`src/rtl/descrambler_frame_sync.sv`:
```
// Frame sync hunter/confirmer gating a reseeded 10-bit additive descrambler; bit_in -> bit_out latency 1.
// No backpressure: bit_valid=0 freezes all state and suppresses output pulses.
module descrambler_frame_sync #(
   parameter int                  SYNC_LEN    = 16,
   parameter logic [SYNC_LEN-1:0] SYNC_WORD   = 16'hEB90,
   parameter int                  PAYLOAD_LEN = 256,
   parameter int                  CONFIRM     = 2,
   parameter int                  MISS_MAX    = 3,
   parameter logic [9:0]          SEED        = 10'b00_1001_0110
) (
   input  logic       clk,
   input  logic       rst,
   input  logic       bit_in,
   input  logic       bit_valid,
   output logic       bit_out,
   output logic       bit_out_valid,
   output logic       frame_start,
   output logic       locked,
   output logic       sync_lost,
   output logic [1:0] state
);

   localparam int FRAME_LEN = PAYLOAD_LEN + SYNC_LEN;
   localparam int POS_W     = $clog2(FRAME_LEN);
   localparam int HIT_W     = $clog2(CONFIRM) + 1;
   localparam int MISS_W    = $clog2(MISS_MAX) + 1;

   localparam logic [POS_W-1:0]  LAST_POS = POS_W'(FRAME_LEN - 1);
   localparam logic [POS_W-1:0]  PAY_END  = POS_W'(PAYLOAD_LEN);
   localparam logic [HIT_W-1:0]  HIT_LOCK = HIT_W'(CONFIRM);
   localparam logic [MISS_W-1:0] MISS_LIM = MISS_W'(MISS_MAX);

   typedef enum logic [1:0] {
      HUNT  = 2'b00,
      CHECK = 2'b01,
      LOCK  = 2'b10
   } state_t;

   state_t              st;
   // Only the newest SYNC_LEN-1 bits can still contribute to a future match.
   logic [SYNC_LEN-2:0] hist;
   logic [POS_W-1:0]    pos;
   logic [9:0]          q;
   logic [HIT_W-1:0]    hits;
   logic [MISS_W-1:0]   misses;

   logic                match;
   logic                fb;
   logic                in_payload;
   logic                at_boundary;
   logic [HIT_W-1:0]    hits_nxt;
   logic [MISS_W-1:0]   misses_nxt;
   logic [POS_W-1:0]    pos_nxt;

   assign match       = ({hist, bit_in} == SYNC_WORD);
   assign fb          = q[8] ^ q[2] ^ q[0];
   assign in_payload  = (pos < PAY_END);
   assign at_boundary = (pos == LAST_POS);
   assign hits_nxt    = hits + HIT_W'(1);
   assign misses_nxt  = misses + MISS_W'(1);
   assign pos_nxt     = pos + POS_W'(1);
   assign state       = st;

   always_ff @(posedge clk or negedge rst) begin
      if (!rst) begin
         st            <= HUNT;
         hist          <= '0;
         pos           <= '0;
         q             <= SEED;
         hits          <= '0;
         misses        <= '0;
         bit_out       <= 1'b0;
         bit_out_valid <= 1'b0;
         frame_start   <= 1'b0;
         locked        <= 1'b0;
         sync_lost     <= 1'b0;
      end else begin
         bit_out_valid <= 1'b0;
         frame_start   <= 1'b0;
         sync_lost     <= 1'b0;
         if (bit_valid) begin
            hist <= {hist[SYNC_LEN-3:0], bit_in};
            case (st)
               HUNT: begin
                  if (match) begin
                     pos    <= '0;
                     q      <= SEED;
                     hits   <= HIT_W'(1);
                     misses <= '0;
                     if (CONFIRM == 1) begin
                        st     <= LOCK;
                        locked <= 1'b1;
                     end else begin
                        st <= CHECK;
                     end
                  end
               end
               CHECK: begin
                  if (in_payload) begin
                     q   <= {fb, q[9:1]};
                     pos <= pos_nxt;
                  end else if (!at_boundary) begin
                     pos <= pos_nxt;
                  end else if (match) begin
                     hits <= hits_nxt;
                     q    <= SEED;
                     pos  <= '0;
                     if (hits_nxt == HIT_LOCK) begin
                        st     <= LOCK;
                        locked <= 1'b1;
                        misses <= '0;
                     end
                  end else begin
                     st  <= HUNT;
                     pos <= '0;
                  end
               end
               LOCK: begin
                  if (in_payload) begin
                     bit_out       <= bit_in ^ fb;
                     bit_out_valid <= 1'b1;
                     frame_start   <= (pos == '0);
                     q             <= {fb, q[9:1]};
                     pos           <= pos_nxt;
                  end else if (!at_boundary) begin
                     pos <= pos_nxt;
                  end else if (match) begin
                     misses <= '0;
                     q      <= SEED;
                     pos    <= '0;
                  end else if (misses_nxt < MISS_LIM) begin
                     // Flywheel: assume the sync was corrupted, keep frame timing.
                     misses <= misses_nxt;
                     q      <= SEED;
                     pos    <= '0;
                  end else begin
                     st        <= HUNT;
                     locked    <= 1'b0;
                     sync_lost <= 1'b1;
                     misses    <= '0;
                     pos       <= '0;
                  end
               end
               default: st <= HUNT;
            endcase
         end
      end
   end

endmodule

```
`config.mk`:
```
export PLATFORM = sky130hd
export DESIGN_NAME = descrambler_frame_sync
export DESIGN_NICKNAME = d
export VERILOG_FILES = /design/src/rtl/descrambler_frame_sync.sv
export SDC_FILE = /design/constraint.sdc
export NUM_CORES = 1
export LEC_CHECK = 0
export CORE_ASPECT_RATIO = 1.5
export CORE_MARGIN = 8
export CORE_UTILIZATION = 60
export DETAILED_ROUTE_END_ITERATION = 8
export PLACE_DENSITY = 0.81
export SYNTH_ARGS = -nofsm -noshare
export SYNTH_HDL_FRONTEND = slang
export SYNTH_SLANG_ARGS = --single-unit
export TNS_END_PERCENT = 20
```
`constraint.sdc`:
```
create_clock -name clk -period 2.2 [get_ports clk]
set_clock_uncertainty 0.15 [all_clocks]
set_input_delay 0.44 -clock clk [delete_from_list [all_inputs] [get_ports clk]]
set_output_delay 0.44 -clock clk [all_outputs]
set_load 0.005 [all_outputs]
```
# Word level (Yosys, flattened, before mapping)
# Index checks and enable logic that the tools add are counted.
# W data, S select, Z words.
dict set report totals {
  wordCells 108
  out_inout_bits 7
  register_bits 46
  input_bits 4
}
dict set report op_classes {
  bitwise_logic 3
  reduce_logical 14
  n_lt_le_gt_ge 2
  eq_ne 18
  n_addsub 3
  n_mux 57
}
# op n
set ops {}
lappend ops {{$mux W10} 7}
lappend ops {{$pmux W10 S3} 1}
lappend ops {{$mux W3} 9}
lappend ops {{$mux W9} 3}
lappend ops {{$mux W2} 12}
lappend ops {{$mux W1} 20}
lappend ops {{$ne A2 B2 Y1 const B} 9}
lappend ops {{$pmux W9 S2} 1}
lappend ops {{$reduce_and A9 Y1} 2}
lappend ops {{$eq A16 B16 Y1 const B} 1}
lappend ops {{$reduce_and A10 Y1} 1}
lappend ops {{$add A9 B1 Y9 const B} 1}
lappend ops {{$eq A9 B9 Y1 const B} 1}
lappend ops {{$logic_not A9 Y1} 1}
lappend ops {{$lt A9 B9 Y1 const B} 1}
lappend ops {{$ne A3 B3 Y1 const B} 3}
lappend ops {{$pmux W3 S3} 1}
lappend ops {{$pmux W2 S3} 1}
lappend ops {{$reduce_and A3 Y1} 2}
lappend ops {{$reduce_and A6 Y1} 1}
lappend ops {{$reduce_bool A2 Y1} 3}
lappend ops {{$reduce_and A5 Y1} 1}
lappend ops {{$eq A2 B2 Y1 const B} 2}
lappend ops {{$ne A4 B4 Y1 const B} 1}
lappend ops {{other kinds (10)} 12}

# Depth between registers and ports, before layout
dict set report logic_depth {
  ltp_word 8
  depth_mapped 8
  mapped_depth_nobuf 7
}

# Worst setup path before layout
# OpenSTA, ideal clock, no wires.
dict set report synth_path {
  kind {register to register}
  from {register st[0], in the netlist state[0]}
  to {register q[9]}
  n_path_buf 1
  required_time_ns 1.929
  arrival_time_ns 1.766
  slack_ns 0.163
  period_less_slack_ns 2.037
  path_stages_with_launch 9
  setup_time_ns 0.121
  path_cell_list {dfrtp_1 -> inv_1 -> ha_1 -> clkbuf_1 -> nor2_1 -> inv_1 -> a31oi_1 -> o221ai_2 -> a22o_1}
}
dict set report synth_via {
  elab_chain_len 3
  word_cells_on_any_way 9
  classes_between {5 x eq/ne; 1 x mux; 3 x reduce/logical}
}
# element line_no
set synth_lines {}
lappend synth_lines {{from (decl)} 39} ;# state_t st;
lappend synth_lines {{from (signal assigned)} 66} ;# st <= HUNT;
lappend synth_lines {{from (signal assigned)} 91} ;# st <= LOCK;
lappend synth_lines {{from (signal assigned)} 94} ;# st <= CHECK;
lappend synth_lines {{$eq A2 B2 Y1, or another cell as far along} 83} ;# case (st)
lappend synth_lines {{$ne A4 B4 Y1 (no source line), or another cell as far along} n/a}
lappend synth_lines {{$reduce_and A5 Y1 (no source line)} n/a}
lappend synth_lines {{to (signal assigned)} 100} ;# q <= {fb, q[9:1]};
lappend synth_lines {{to (signal assigned)} 123} ;# q <= {fb, q[9:1]};
lappend synth_lines {{to (decl)} 43} ;# logic [9:0] q;
# Parallel ways exist; a longest one is shown, timed or not.
# A chain may end at the register's enable or synchronous reset.

# Final worst setup path
dict set report layout_path {
  from {register st[0], in the netlist state[0]}
  to {register pos[6]}
}
dict set report layout_via {
  elab_chain_len 4
  word_cells_on_any_way 8
  classes_between {3 x eq/ne; 1 x mux; 4 x reduce/logical}
}
# element line_no
set layout_lines {}
lappend layout_lines {{$eq A2 B2 Y1 / $eq A2 B1 Y1 (equally long branches)} 83}
lappend layout_lines {{$reduce_or A2 Y1 (no source line)} n/a}
lappend layout_lines {{$reduce_bool A2 Y1 (no source line)} n/a}
lappend layout_lines {{$reduce_and A3 Y1 (no source line)} n/a}
lappend layout_lines {{to (signal assigned)} 101} ;# pos <= pos_nxt;
lappend layout_lines {{to (signal assigned)} 103} ;# pos <= pos_nxt;
lappend layout_lines {{to (signal assigned)} 124} ;# pos <= pos_nxt;
lappend layout_lines {{to (decl)} 42} ;# logic [POS_W-1:0] pos;
# Parallel ways exist; a longest one is shown, timed or not.

==> flow_metrics.env <==
export IMPL_floorplan_initialDensity_pct=61.6
export IMPL_final_nets=252
export IMPL_drc=0
export IMPL_cts_max_path_buffers=2
export IMPL_ys_seq_elements=46
export IMPL_dpl_hpwl_mm=3.21
export IMPL_tritoncts="built"
export IMPL_hold_worst_slack_ns=0.355
export IMPL_drtPass1Iterations=4
export IMPL_synthDominantCellAreaShare_pct=43.9
export IMPL_clkLatencyLatePin_ns=0.30
export IMPL_cp_slowest_cell="dfrtp_1"
export IMPL_floorplan_core_area_mm2=0.00389
export IMPL_clkTransAtPathRegs_ns=0.08
export IMPL_design_area_mm2=0.00274
export IMPL_groute_usage_overall_pct=15.9
export IMPL_finalWirelength_mm=4.40
export IMPL_ys_top_cells_by_count="dfrtp_1, inv_1, mux2_2, nand2_1, o21ai_0"
export IMPL_cp_cell_sequence="inv_1, ha_1, or2_2, o211ai_2, o21ai_0, o31ai_1"
export IMPL_critPathArrivalTime_ns=2.10
export IMPL_area_growth_synth_to_final_pct=14.4
export IMPL_setup_worst_path_class="flop to flop"
export IMPL_design_die_area_mm2=0.00631
export IMPL_max_slew_margin_pct=74.6
export IMPL_die_width_um=67.6
export IMPL_max_cap_violations=0
export IMPL_grt_antenna_before_repair=0
export IMPL_port_buffer_count=10
export IMPL_dpl_cell_area_mm2=0.00263
export IMPL_max_freq_mhz=490
export IMPL_min_delay_path_class="flop to flop"
export IMPL_synth_sequential_area_ratio_pct=48.3
export IMPL_aggregate_global_routing_overflow=0
export IMPL_power_per_cell_area_mw_per_mm2=730
export IMPL_vias=1696
export IMPL_worst_path_dominant_cell_family="flip-flops"
export IMPL_critical_path_buffers_and_inverters=1
export IMPL_cts_made_buffers=5
export IMPL_outcome="finished, final reports clean"
export IMPL_grt_start_max_net_pins=47
export IMPL_cts_root_buffer_cell="clkbuf_8"
export IMPL_detail_route_antenna_nets=0
export IMPL_post_synth_inst_count=214
export IMPL_report_final_slew_viol_count=0
export IMPL_synthesis_area_per_instance_um2=11.2
export IMPL_ys_dominant_reg_cell="dfrtp_1"
export IMPL_post_route_period_util_pct=92.7
export IMPL_fp_dieH_um=93.4
export IMPL_initialDrtViolationCount=74
export IMPL_hold_viol_final=0
export IMPL_synth_async_reset_ratio_pct=100
export IMPL_post_cts_buffers=0
export IMPL_power_total_uw=2000
export IMPL_total_leakage_power_uw=0.00119
export IMPL_synthTopCellsByArea="dfrtp_1, mux2_2, dfstp_2"
export IMPL_viasPerCell=5.93
export IMPL_synthesis_area_mm2=0.00239
export IMPL_critical_path_max_stage_delay_ns=0.46
export IMPL_num_rows=28
export IMPL_yosys_cell_count_top_type="dfrtp_1"
export IMPL_irDropWorstVdd_v=0.000707
export IMPL_synthesis_nets=226
export IMPL_cts_sinks=46
export IMPL_htree_levels=2
export IMPL_ys_warnings_count=0
export IMPL_fill_cells=283
export IMPL_fraction_of_final_layout_cells_with_drive_strength_greater_than_1_pct=25.7
export IMPL_synth_cell_types=54
export IMPL_wl_per_cell_um=15.4
export IMPL_gpl_final_weighted_congestion=0.824
export IMPL_critPathRequiredTime_ns=2.26
export IMPL_layout_core_utilization_pct=70.4
export IMPL_synth_edff_count=0
export IMPL_grt_pass1_wl_mm=7.95
export IMPL_boundaryPins=11
export IMPL_setup_repair_after_global_routing_missed_its_margin="false"
export IMPL_worst_max_slew_pin_slew_ns=0.380
export IMPL_setup_violating_endpoint_count_in_the_final_report=0
export IMPL_synthDominantAreaCellType="dfrtp_1"
export IMPL_critical_path_endpoint_category="flop"
export IMPL_period_minus_ws_final_ns=2.04
export IMPL_n_antenna_cell=0
export IMPL_critPathMaxFanout=9
export IMPL_grt_pass1_vias=1803
export IMPL_cp_start_kind="flop"
## final cells by class
type / instances / area (µm²) / share of cell area [%]
tap: 45 / 56.3 / 2.06
sequential: 46 / 1160 / 42.2
clock inverter: 2 / 13.8 / 0.503
clock buffer: 6 / 72.6 / 2.65
inverter: 17 / 63.8 / 2.33
multi-input combinational: 143 / 1140 / 41.5
timing repair buffer: 27 / 238 / 8.68
## through the flow
stage               instances  setup TNS, ns  worst slack [ns]
floorplan                 214              0             0.163
global placement          277         -0.711           -0.0910
detailed placement        277          -1.07            -0.134
CTS                       286              0            0.0680
global route              286              0            0.0133
finish                    286              0             0.160
## state kept, by name, indices dropped and copies added (netlist names), 2 cells and up
name and flops:
hist 15, hits 2, misses 3, pos 9, q 10, state 2
## report_power, final
group	switching, µW	internal (µW)
sequential	109	1020
combinational	164	206
clock	279	224
total	552	1450
## cell families after synthesis
| logic type | after synthesis | share of synthesized area (%) |
|---|---|---|
| compound gates | 57 | 18.0 |
| simple gates | 55 | 14.6 |
| flops | 46 | 48.3 |
| buf+inv | 25 | 4.70 |
| mux | 18 | 8.36 |
| fa+ha+maj | 8 | 4.18 |
| xor+xnor | 5 | 1.83 |
## path summary, 6_finish.rpt
| kind | from | endpoint | slack (ns) | depth (start not counted) |
|---|---|---|---|---|
| hold reg to reg | hits[1] | hits[1] | 0.36 | 1 |
| setup / recovery | state[0] | pos[6] | 0.16 | 6 |
| max in group asynchronous | rst | q[2] | 1.12 | 3 |
| setup reg to reg | state[0] | pos[6] | 0.16 | 6 |
| min in group asynchronous | rst | pos[7] | 0.50 | 3 |
| hold / removal | hits[1] | hits[1] | 0.36 | 1 |
## metal layers
metal  global-route usage (%)  share of wire [%]
met4                     7.01                1.8
met2                     28.1                 54
met3                     3.23                2.8
met5                        0                  0
met1                     17.3                 42
## cell usage in the layout, fill, tap and decap left out, types with 7 or more instances in the layout
| master | instances |
|---|---|
| nand2_1 | 15 |
| clkdlybuf4s50_1 | 9 |
| o21ai_0 | 10 |
| mux2_2 | 15 |
| inv_1 | 17 |
| buf_4 | 15 |
| ha_1 | 8 |
| dfrtp_1 | 42 |
| a22o_1 | 7 |
## timing repair
action	4_1_cts	5_1_grt
hold endpoints to repair	42	0
hold buffers	1	0
gates resized for setup	0	4
endpoints found under the setup margin	0	11
(Power assumes the default switching activity.)
